`src/rtl/piso_stream.sv`:
```
// piso_stream: parametrised parallel-in/serial-out shifter with a valid/ready load and a shift_en pacing tick.
// Define PISO_PARITY_EN to append an even-parity bit after the data bits of every frame.
module piso_stream #(
  parameter int WIDTH     = 8,
  parameter bit MSB_FIRST = 0
) (
  input  logic             clk,
  input  logic             rst,
  input  logic [WIDTH-1:0] din,
  input  logic             load_valid,
  output logic             load_ready,
  input  logic             shift_en,
  output logic             s_out,
  output logic             s_valid,
  output logic             busy,
  output logic             done
);
`ifdef PISO_PARITY_EN
  localparam int FRAME_LEN = WIDTH + 1;
`else
  localparam int FRAME_LEN = WIDTH;
`endif
  localparam int CW   = $clog2(FRAME_LEN + 1);
  localparam int HEAD = MSB_FIRST ? FRAME_LEN - 1 : 0;
  typedef enum logic {IDLE, SHIFT} state_t;
  state_t                 r_state;
  logic [FRAME_LEN-1:0]   r_sr;
  logic [CW-1:0]          r_cnt;
  logic                   r_done;
  logic [FRAME_LEN-1:0]   w_word;
  logic [FRAME_LEN-1:0]   w_shifted;
  logic                   w_last;
  logic                   w_take;
`ifdef PISO_PARITY_EN
  // parity sits on the tail side so it leaves after every data bit
  assign w_word = MSB_FIRST ? {din, ^din} : {^din, din};
`else
  assign w_word = din;
`endif
  assign w_shifted  = MSB_FIRST ? (r_sr << 1) : (r_sr >> 1);
  assign w_last     = (r_state == SHIFT) && (r_cnt == CW'(1)) && shift_en;
  assign load_ready = (r_state == IDLE) || w_last;
  assign w_take     = load_valid && load_ready;
  // zero fill leaves r_sr empty in IDLE, so the head bit reads 0 there
  assign s_out      = r_sr[HEAD];
  assign s_valid    = (r_state == SHIFT);
  assign busy       = (r_state == SHIFT);
  assign done       = r_done;
  always_ff @(posedge clk) begin
    if (rst) begin
      r_state <= IDLE;
      r_sr    <= '0;
      r_cnt   <= '0;
      r_done  <= 1'b0;
    end else begin
      r_done <= w_last;
      if (w_take) begin
        r_state <= SHIFT;
        r_sr    <= w_word;
        r_cnt   <= CW'(FRAME_LEN);
      end else if (r_state == SHIFT && shift_en) begin
        r_sr  <= w_shifted;
        r_cnt <= r_cnt - 1'b1;
        if (w_last) r_state <= IDLE;
      end
    end
  end
endmodule
```
`config.mk`:
```
export PLATFORM = sky130hd
export DESIGN_NAME = piso_stream
export DESIGN_NICKNAME = d
export VERILOG_FILES = /design/src/rtl/piso_stream.sv
export SDC_FILE = /design/constraint.sdc
export NUM_CORES = 1
export LEC_CHECK = 0
export CAP_MARGIN = 20
export CORE_UTILIZATION = 25
export DETAILED_ROUTE_END_ITERATION = 8
export SYNTH_ARGS = -nofsm -noshare
export SYNTH_HDL_FRONTEND = slang
export SYNTH_SLANG_ARGS = --single-unit
```
`constraint.sdc`:
```
create_clock -name clk -period 1.5 [get_ports clk]
set_clock_uncertainty 0.05 [all_clocks]
set_input_delay 0.3 -clock clk [delete_from_list [all_inputs] [get_ports clk]]
set_output_delay 0.3 -clock clk [all_outputs]
set_load 0.05 [all_outputs]
```
==> results list, run 1 <==
* Result of the run: complete, but fails checks
* Violations in the final reports: negative setup slack
- Synthesis produced ~70 cells.
* Post-detailed-route count of antenna-violating nets: 0
- After filler insertion, the fill cell instance count of the layout stands at 262.
- Entering global routing, the biggest net connects 14 pins.
- Final total negative setup slack: -69.8 ps
* Global-route congestion overflow total: 0
- Maximum buffer depth of the clock tree: 2
- The first global-routing pass estimated 2.83 mm of wire.
* Worst path arrival time: ~1200 ps
- Async S/R FF share, synth: 0
- Element type at the critical path start: register
- Tightest Hold Check Type: register to register
- The detailed router finished its first iteration with 8 violations.
* CTS clock-pin slew for the worst setup and hold paths: roughly 90 ps
- In this run the tightest slew margin relative to its limit is 0.720.
- The number of max-slew violations in the final report is 0.
- Largest cells by area after synthesis: dfxtp_1, a211oi_1, mux2i_1
- MaxCap Viol Count: 0
- Clock latency reported for the late side of the worst-skew pair: approximately 270 ps
- Of the total power, the share spent switching nets is 0.285.
- The initial utilization of the core area, before any placement, comes to 0.262.
- Number of enable-type register cells in the synthesized netlist: 0
* # port buffers: 16
- OpenSTA, run right after detailed placement, puts the worst setup slack at -274 ps.
- The total count of hold-check failures in the final report is 0.
- Data on the critical path is required at its endpoint by around 1200 ps.
- Tcrit/Tclk final: 1.05
* Cell area after placement: between 900 and 1000 sq um
- Once detailed placement completed, the half-perimeter wirelength came to ~1.2 mm.
- The worst path in the final design needs a cycle of about 1600 ps, including I/O delays and setup.
- Main flop type after synthesis: dfxtp_1
- Number of top-level design ports: 17
- Of the cells placed in the final design, the portion with a size suffix greater than 1 is 0.448.
- After routing the design area is around 1100 sq um.
- Mapped Nets: between 80 and 90
- A synthesized cell averages 10.4 sq um.
- Setup violations remaining at the end of the flow were counted as 1.
- The share of total power dissipated in combinational logic is 0.264.
* Flip-flop and latch count after synthesis: 14
- The internal portion of the total power is 0.000675 W.
- By count the netlist is led by a211oi_1, dfxtp_1, mux2i_1.
- Sequential fraction of design power: 0.442
- The worst setup path is of the register to primary output kind.
- FP Rows: 19
- In this run the number of H-tree levels came out at 1.
- The via count of the first global-routing pass was around 630.
- Using the TritonRoute via totals, the vias-per-cell ratio works out to about 4.9.
* Proportion of synthesized chip area in sequential cells: 0.391
- Area taken by flip-flops and latches: about 280 sq um
- Cell type with the largest total area after synthesis: dfxtp_1
* Area of the placeable core: 2730 sq um
- Signed area change from the synthesized netlist to the final layout: 56.5%
* Endpoint kind of the worst setup timing path: primary output
- The routed design has about 1.7 mm of wire.
- The design draws 0.000945 W.
- Leakage component of the power: roughly 0.4 nW
* Net Sw Power: about 0.00027 W
- Worst setup slack after layout: -69.8 ps
* Maximum vdd ir drop: between 0.0004 and 0.0005 V
- The tree is rooted in a clkbuf_4.
* Crit-path max FO: 2
- The synthesized netlist occupies a cell area of ~720 sq um.
- Setup repair after global routing could not meet its margin everywhere.
- In the global route stage, overall resource usage came out at 0.114.
* Setup slack of the worst register-to-register path: approximately 40 ps
- On the critical path, the stage with the largest delay is an instance of dfxtp_2.
- RD Place Congestion: slightly below 0.8
- The clock net in this run drives a total of 14 sinks.
- Delay of the slowest cell on the worst path: about 330 ps
- Initial antenna violation count: 0
- Overall via count from detail_route: slightly above 600
- Detailed-router iteration count before antenna repair: 4
- For this run, the top clock speed supported by timing is between 0.6 and 0.7 GHz.
* Hold-fix buffers at CTS: 0
- After detailed routing, the number of remaining DRC violations is 0.
- Warnings, synthesis: 0
* TritonCTS clock tree: yes
- For the pin with the worst max-slew slack, the measured transition is ~420 ps.
- Area share of the largest cell type after synthesis: 0.391
- Netlist cell types: 27
* Inserted Diodes: 0
- Number of nets in the layout: ~110
- Traced cell by cell, the critical path runs through inv_2 -> ha_4 -> nand4bb_1 -> nand2_2 -> buf_12.
- Area occupied by multi-input gates: 434 sq um
- Proportion of power drawn by the clock network: 0.293
* TritonCTS Buffers: 3
* Die footprint: 3090 sq um
* Routed wire per std cell: around 14 microns
* Die X: approximately 56 microns
- Total power per unit cell area: 842 nW/um^2
* Die height: approximately 56 microns
[cells by family (layout without fill, tap and decap cells)]
kind of cell             count (synthesis)  in the layout  synth area share
XOR/XNOR                                 2              2            0.0244
AO/OA/AOI/OAI                           22             22             0.230
AND/OR/NAND/NOR                         12             12             0.103
buffers and inverters                   10             37             0.119
adder cells (fa/ha/maj)                  2              2            0.0349
multiplexers                             7              7            0.0977
flip-flops                              14             14             0.391
[worst paths after layout]
| kind | startpoint | endpoint | cells past startpoint |
|---|---|---|---|
| worst min register to register | r_sr[7] | r_sr[7] | 2 |
| worst max register to register | r_cnt[1] | r_sr[3] | 6 |
| worst max-delay path | r_cnt[1] | load_ready | 5 |
| worst min-delay path | r_sr[7] | r_sr[7] | 2 |
[registers in the layout (all words and copies together) (netlist names)]
name and flops:
r_sr 8, r_cnt 4, busy 1, done 1
[placed cells by master (no fill, tap or decap)]
cell              n
mux2i_1           7
or4_1             1
clkbuf_4          3
dfxtp_1          11
inv_1             2
nor2_1            1
o21ai_0           1
dlygate4sd2_1     1
nand2b_1          1
xnor2_1           1
nand3b_1          1
a21o_4            1
and2_1            1
a21oi_1           2
nand4bb_1         1
nor4b_1           1
a31oi_1           1
inv_2             1
ha_1              1
xor2_1            1
nand2_1           1
ha_4              1
o32ai_1           1
a2111oi_2         1
clkbuf_8          1
dfxtp_2           3
nand3_1           1
clkdlybuf4s50_1  10
buf_12            5
nand2_2           1
buf_6             1
a211oi_2         12
nor3_1            2
a211oi_1          2
buf_4            13
o31ai_1           1
[power groups by stage]
stage	Sequential [W]	Combinational (W)	Clock, W
global placement	0.000424	0.000218	0
global route	0.000422	0.000265	0.000290
floorplan	0.000437	0.000110	0
CTS	0.000418	0.000226	0.000278
finish	0.000418	0.000250	0.000277
detailed placement	0.000425	0.000221	0
[metal layers]
layer  global-route usage  share of wire
met1                0.142           0.45
met2                0.200           0.51
met3               0.0234          0.030
met4               0.0321         0.0069
met5                    0              0
[repair_timing]
| action | 4_1_cts | 5_1_grt |
|---|---|---|
| gates cloned | 0 | 0 |
| resized for setup | 6 | 15 |
| pin swaps | 2 | 4 |
| buffers inserted | 2 | 0 |
| setup endpoints to repair | 8 | 10 |
[metrics by stage]
| stage | hold slack (ps) | utilization | cells |
|---|---|---|---|
| floorplan | 326 | - | 69 |
| global placement | 413 | 0.361 | 121 |
| detailed placement | 443 | 0.361 | 121 |
| CTS | 461 | 0.384 | 127 |
| global route | 505 | 0.411 | 127 |
| finish | 463 | 0.411 | 127 |
[worst max-delay path, delay by kind of cell, from the launching register on]
kind | cells | cell delay, ps
DFF | 1 | 330
adders and majority gates | 1 | 130
and+or+nand+nor | 2 | 280
buffers and inverters | 2 | 200
[cell type report]
cell class / instances / area share
multi-input cells: 45 / 0.387
repair buffers: 30 / 0.283
flip-flops and latches: 14 / 0.253
well taps: 31 / 0.0346
clock buffers: 4 / 0.0323
inverters: 3 / 0.0100
(Power assumes the default switching activity.)
==> inputs of run 2 (changes only) <==
--- a/config.mk
+++ b/config.mk
@@ -6,8 +6,11 @@
 export NUM_CORES = 1
 export LEC_CHECK = 0
 export CAP_MARGIN = 20
+export CORE_ASPECT_RATIO = 0.9
 export CORE_UTILIZATION = 25
 export DETAILED_ROUTE_END_ITERATION = 8
+export HOLD_SLACK_MARGIN = 0.02
+export PLACE_DENSITY_LB_ADDON = 0.08
 export SYNTH_ARGS = -nofsm -noshare
 export SYNTH_HDL_FRONTEND = slang
 export SYNTH_SLANG_ARGS = --single-unit
==> results list, run 2 (synthesis gave the netlist of run 1 again) <==
- The flow ran to the end, but the final reports show violations.
- The final reports fail on negative setup slack.
- Post-detailed-route count of antenna-violating nets: 0
- The worst register-to-register path has a setup slack of -10 ps.
- Maximum buffer depth of the clock tree: 2
- The cell sitting at the root of the clock tree is a clkbuf_4.
- Setup violations remaining at the end of the flow were counted as 3.
- Slew at the pin with the worst max-slew slack: around 410 ps
- Switching fraction of total power: 0.293
- Finished layout cell area: around 1200 sq um
- The first TritonRoute pass finished after 5 iterations.
- After detailed routing, the average wire length per cell comes to ~12 microns.
- Worst setup slack after layout: -111 ps
* Wire length of the first global-routing pass: roughly 2.7 mm
* Crit-path max FO: 2
* Comb power frac: 0.274
* Net Sw Power: roughly 0.00028 W
- WS Path Type: register to primary output
- The initial utilization of the core area, before any placement, comes to 0.263.
- CTS built an H-tree with a depth of 1.
- Die X: between 50 and 60 microns
* Largest net degree at the start of global routing: 14
* Relative slew slack: 0.727
- In this run the count of I/O pins placed on the die edge is 17.
- Signed area change from the synthesized netlist to the final layout: 67.4%
- Tcrit/Tclk final: 1.07
* Cell area after placement: between 1000 and 1500 sq um
- The finished layout holds 138 standard cells, fillers aside.
* Post-layout min period: between 1500 and 2000 ps
- Most frequent cells in the layout: a211oi_2, buf_4, dfxtp_1
* # port buffers: 16
* Die height: roughly 53 microns
- Number of nets in the layout: about 110
- Maximum vdd ir drop: approximately 0.00025 V
* Post-route DRC: 0
* Overall via count from detail_route: 649
- Cell internal power was estimated by the tool at around 0.0007 W.
- Initial antenna violation count: 0
* Count of pins over their slew limit: 0
* Global routing usage summed across all routing layers: 0.121
- The worst register-to-register path has a depth of 8.
- Inserted Diodes: 0
- Number of clock sinks seen by CTS: 14
- FP Rows: 18
- The register with the most flip-flops in the layout has 8 of them.
- The completed layout was analyzed and its total power is roughly 0.00097 W.
* Total power per unit cell area: 806 nW/um^2
- Number of DRC markers in iteration 0: 13
- Hold path depth: 1
- Dividing the detail-routed via count by the number of cells gives ~4.7.
* Sequential fraction of design power: 0.432
- STA puts the critical path data required time at between 1000 and 1500 ps.
* Worst path arrival time: about 1300 ps
- Register containing the most flip-flops in the final layout: r_sr
* Largest registers: r_sr (8), r_cnt (4)
* RSZ-0062 raised after global routing: true
- The die covers between 3000 and 4000 sq um.
* Clock latency reported for the late side of the worst-skew pair: ~290 ps
* Max Freq: 0.621 GHz
- Share of layout cells above drive strength 1: 0.490
- The worst setup path is captured at a primary output.
* Vias in the first global route: 577
- The worst register-to-register path begins at r_cnt[1].
- The startpoint identified for the worst hold timing path is r_cnt[3].
- The tightest min-delay check is of the register to register type.
* Final-report hold violation count: 0
* RD Place Congestion: around 0.71
- After filler insertion, the fill cell instance count of the layout stands at around 260.
* Element type at the critical path start: register
- TritonCTS built the clock tree.
- After clock tree synthesis, the flow added hold-fix buffers numbering 0.
* TritonCTS Buffers: 3
- Summed over all layers, the global routing overflow is 0.
- Area of the placeable core: roughly 2700 sq um
- Reg-to-Reg End: r_sr[2]
- Max-cap violations in this run came to 0.
* Leakage component of the power: 0.431 nW
- The final layout contains routed wiring with a total length of 1.71 mm.
- The number of placed instances, taps included, is 131.
- Of the total power, the clock network draws 0.294.
- The path with the worst hold slack has its endpoint at done.
- Clock-pin slew was measured on the worst setup and hold paths at 90 ps.
- Summed over all nets, the half-perimeter wirelength after detailed placement is ~1.2 mm.
## run 2: power by group through the flow
stage,Sequential [W],Clock (W),Combinational (W)
detailed placement,0.000424,0,0.000222
CTS,0.000417,0.000290,0.000239
global route,0.000422,0.000302,0.000285
global placement,0.000425,0,0.000224
floorplan,0.000437,0,0.000110
finish,0.000417,0.000284,0.000265
## run 2: layer usage
| layer | vias to the layer above | track usage | part of all wire |
|---|---|---|---|
| met1 | 310 | 0.149 | 0.49 |
| met2 | 16 | 0.193 | 0.44 |
| met3 | 6 | 0.0272 | 0.039 |
| met5 | - | 0 | 0 |
| li1 | 317 | - | - |
| met4 | 0 | 0.0714 | 0.027 |
## run 2: metrics by stage
stage | setup TNS [ps] | setup WS [ps] | hold slack, ps | util
final | -122 | -111 | 423 | 0.440
after global routing | -457 | -162 | 458 | 0.440
after CTS | -125 | -123 | 426 | 0.412
after detailed placement | -3500 | -377 | 404 | 0.373
after global placement | -3440 | -372 | 427 | 0.373
after floorplan | 0 | 107 | 326 | -
## run 2: critical path, cell delays in order, from the launching register on
cell	delay (ps)
dfxtp_2	330
inv_2	60
ha_4	120
nand4bb_1	110
buf_6	140
nand2_4	70
buf_12	130
## run 2: worst max path at each step
stage,depth (start not counted),endpoint,start
after CTS,6,load_ready,r_cnt[1]
final,6,load_ready,r_cnt[1]
after global routing,6,load_ready,r_cnt[1]
after detailed placement,4,r_cnt[1],shift_en
after floorplan,6,r_sr[0],r_cnt[0]
after global placement,4,r_cnt[1],shift_en
## run 2: area by class of cell
type                            count  area [sq um]  area share
Clock buffer                        4          36.3      0.0302
Inverter                            3          11.3     0.00938
Multi-Input combinational cell     46           477       0.397
Sequential cell                    14           284       0.237
Tap cell                           40          50.0      0.0417
Timing Repair Buffer               31           342       0.285
## run 2: repair_timing
item,4_1_cts,5_1_grt
pin swaps,3,5
setup buffers,2,0
gates resized for setup,15,13
cloned,0,1
endpoints found under the setup margin,5,11
==> inputs of run 3 (changes only) <==
--- a/config.mk
+++ b/config.mk
@@ -9,7 +9,7 @@
 export CORE_ASPECT_RATIO = 0.9
 export CORE_UTILIZATION = 25
 export DETAILED_ROUTE_END_ITERATION = 8
-export HOLD_SLACK_MARGIN = 0.02
+export HOLD_SLACK_MARGIN = 0.15
 export PLACE_DENSITY_LB_ADDON = 0.08
 export SYNTH_ARGS = -nofsm -noshare
 export SYNTH_HDL_FRONTEND = slang
==> results of run 3 <==
Final layout, timing and power as in run 2 (identical DEF).
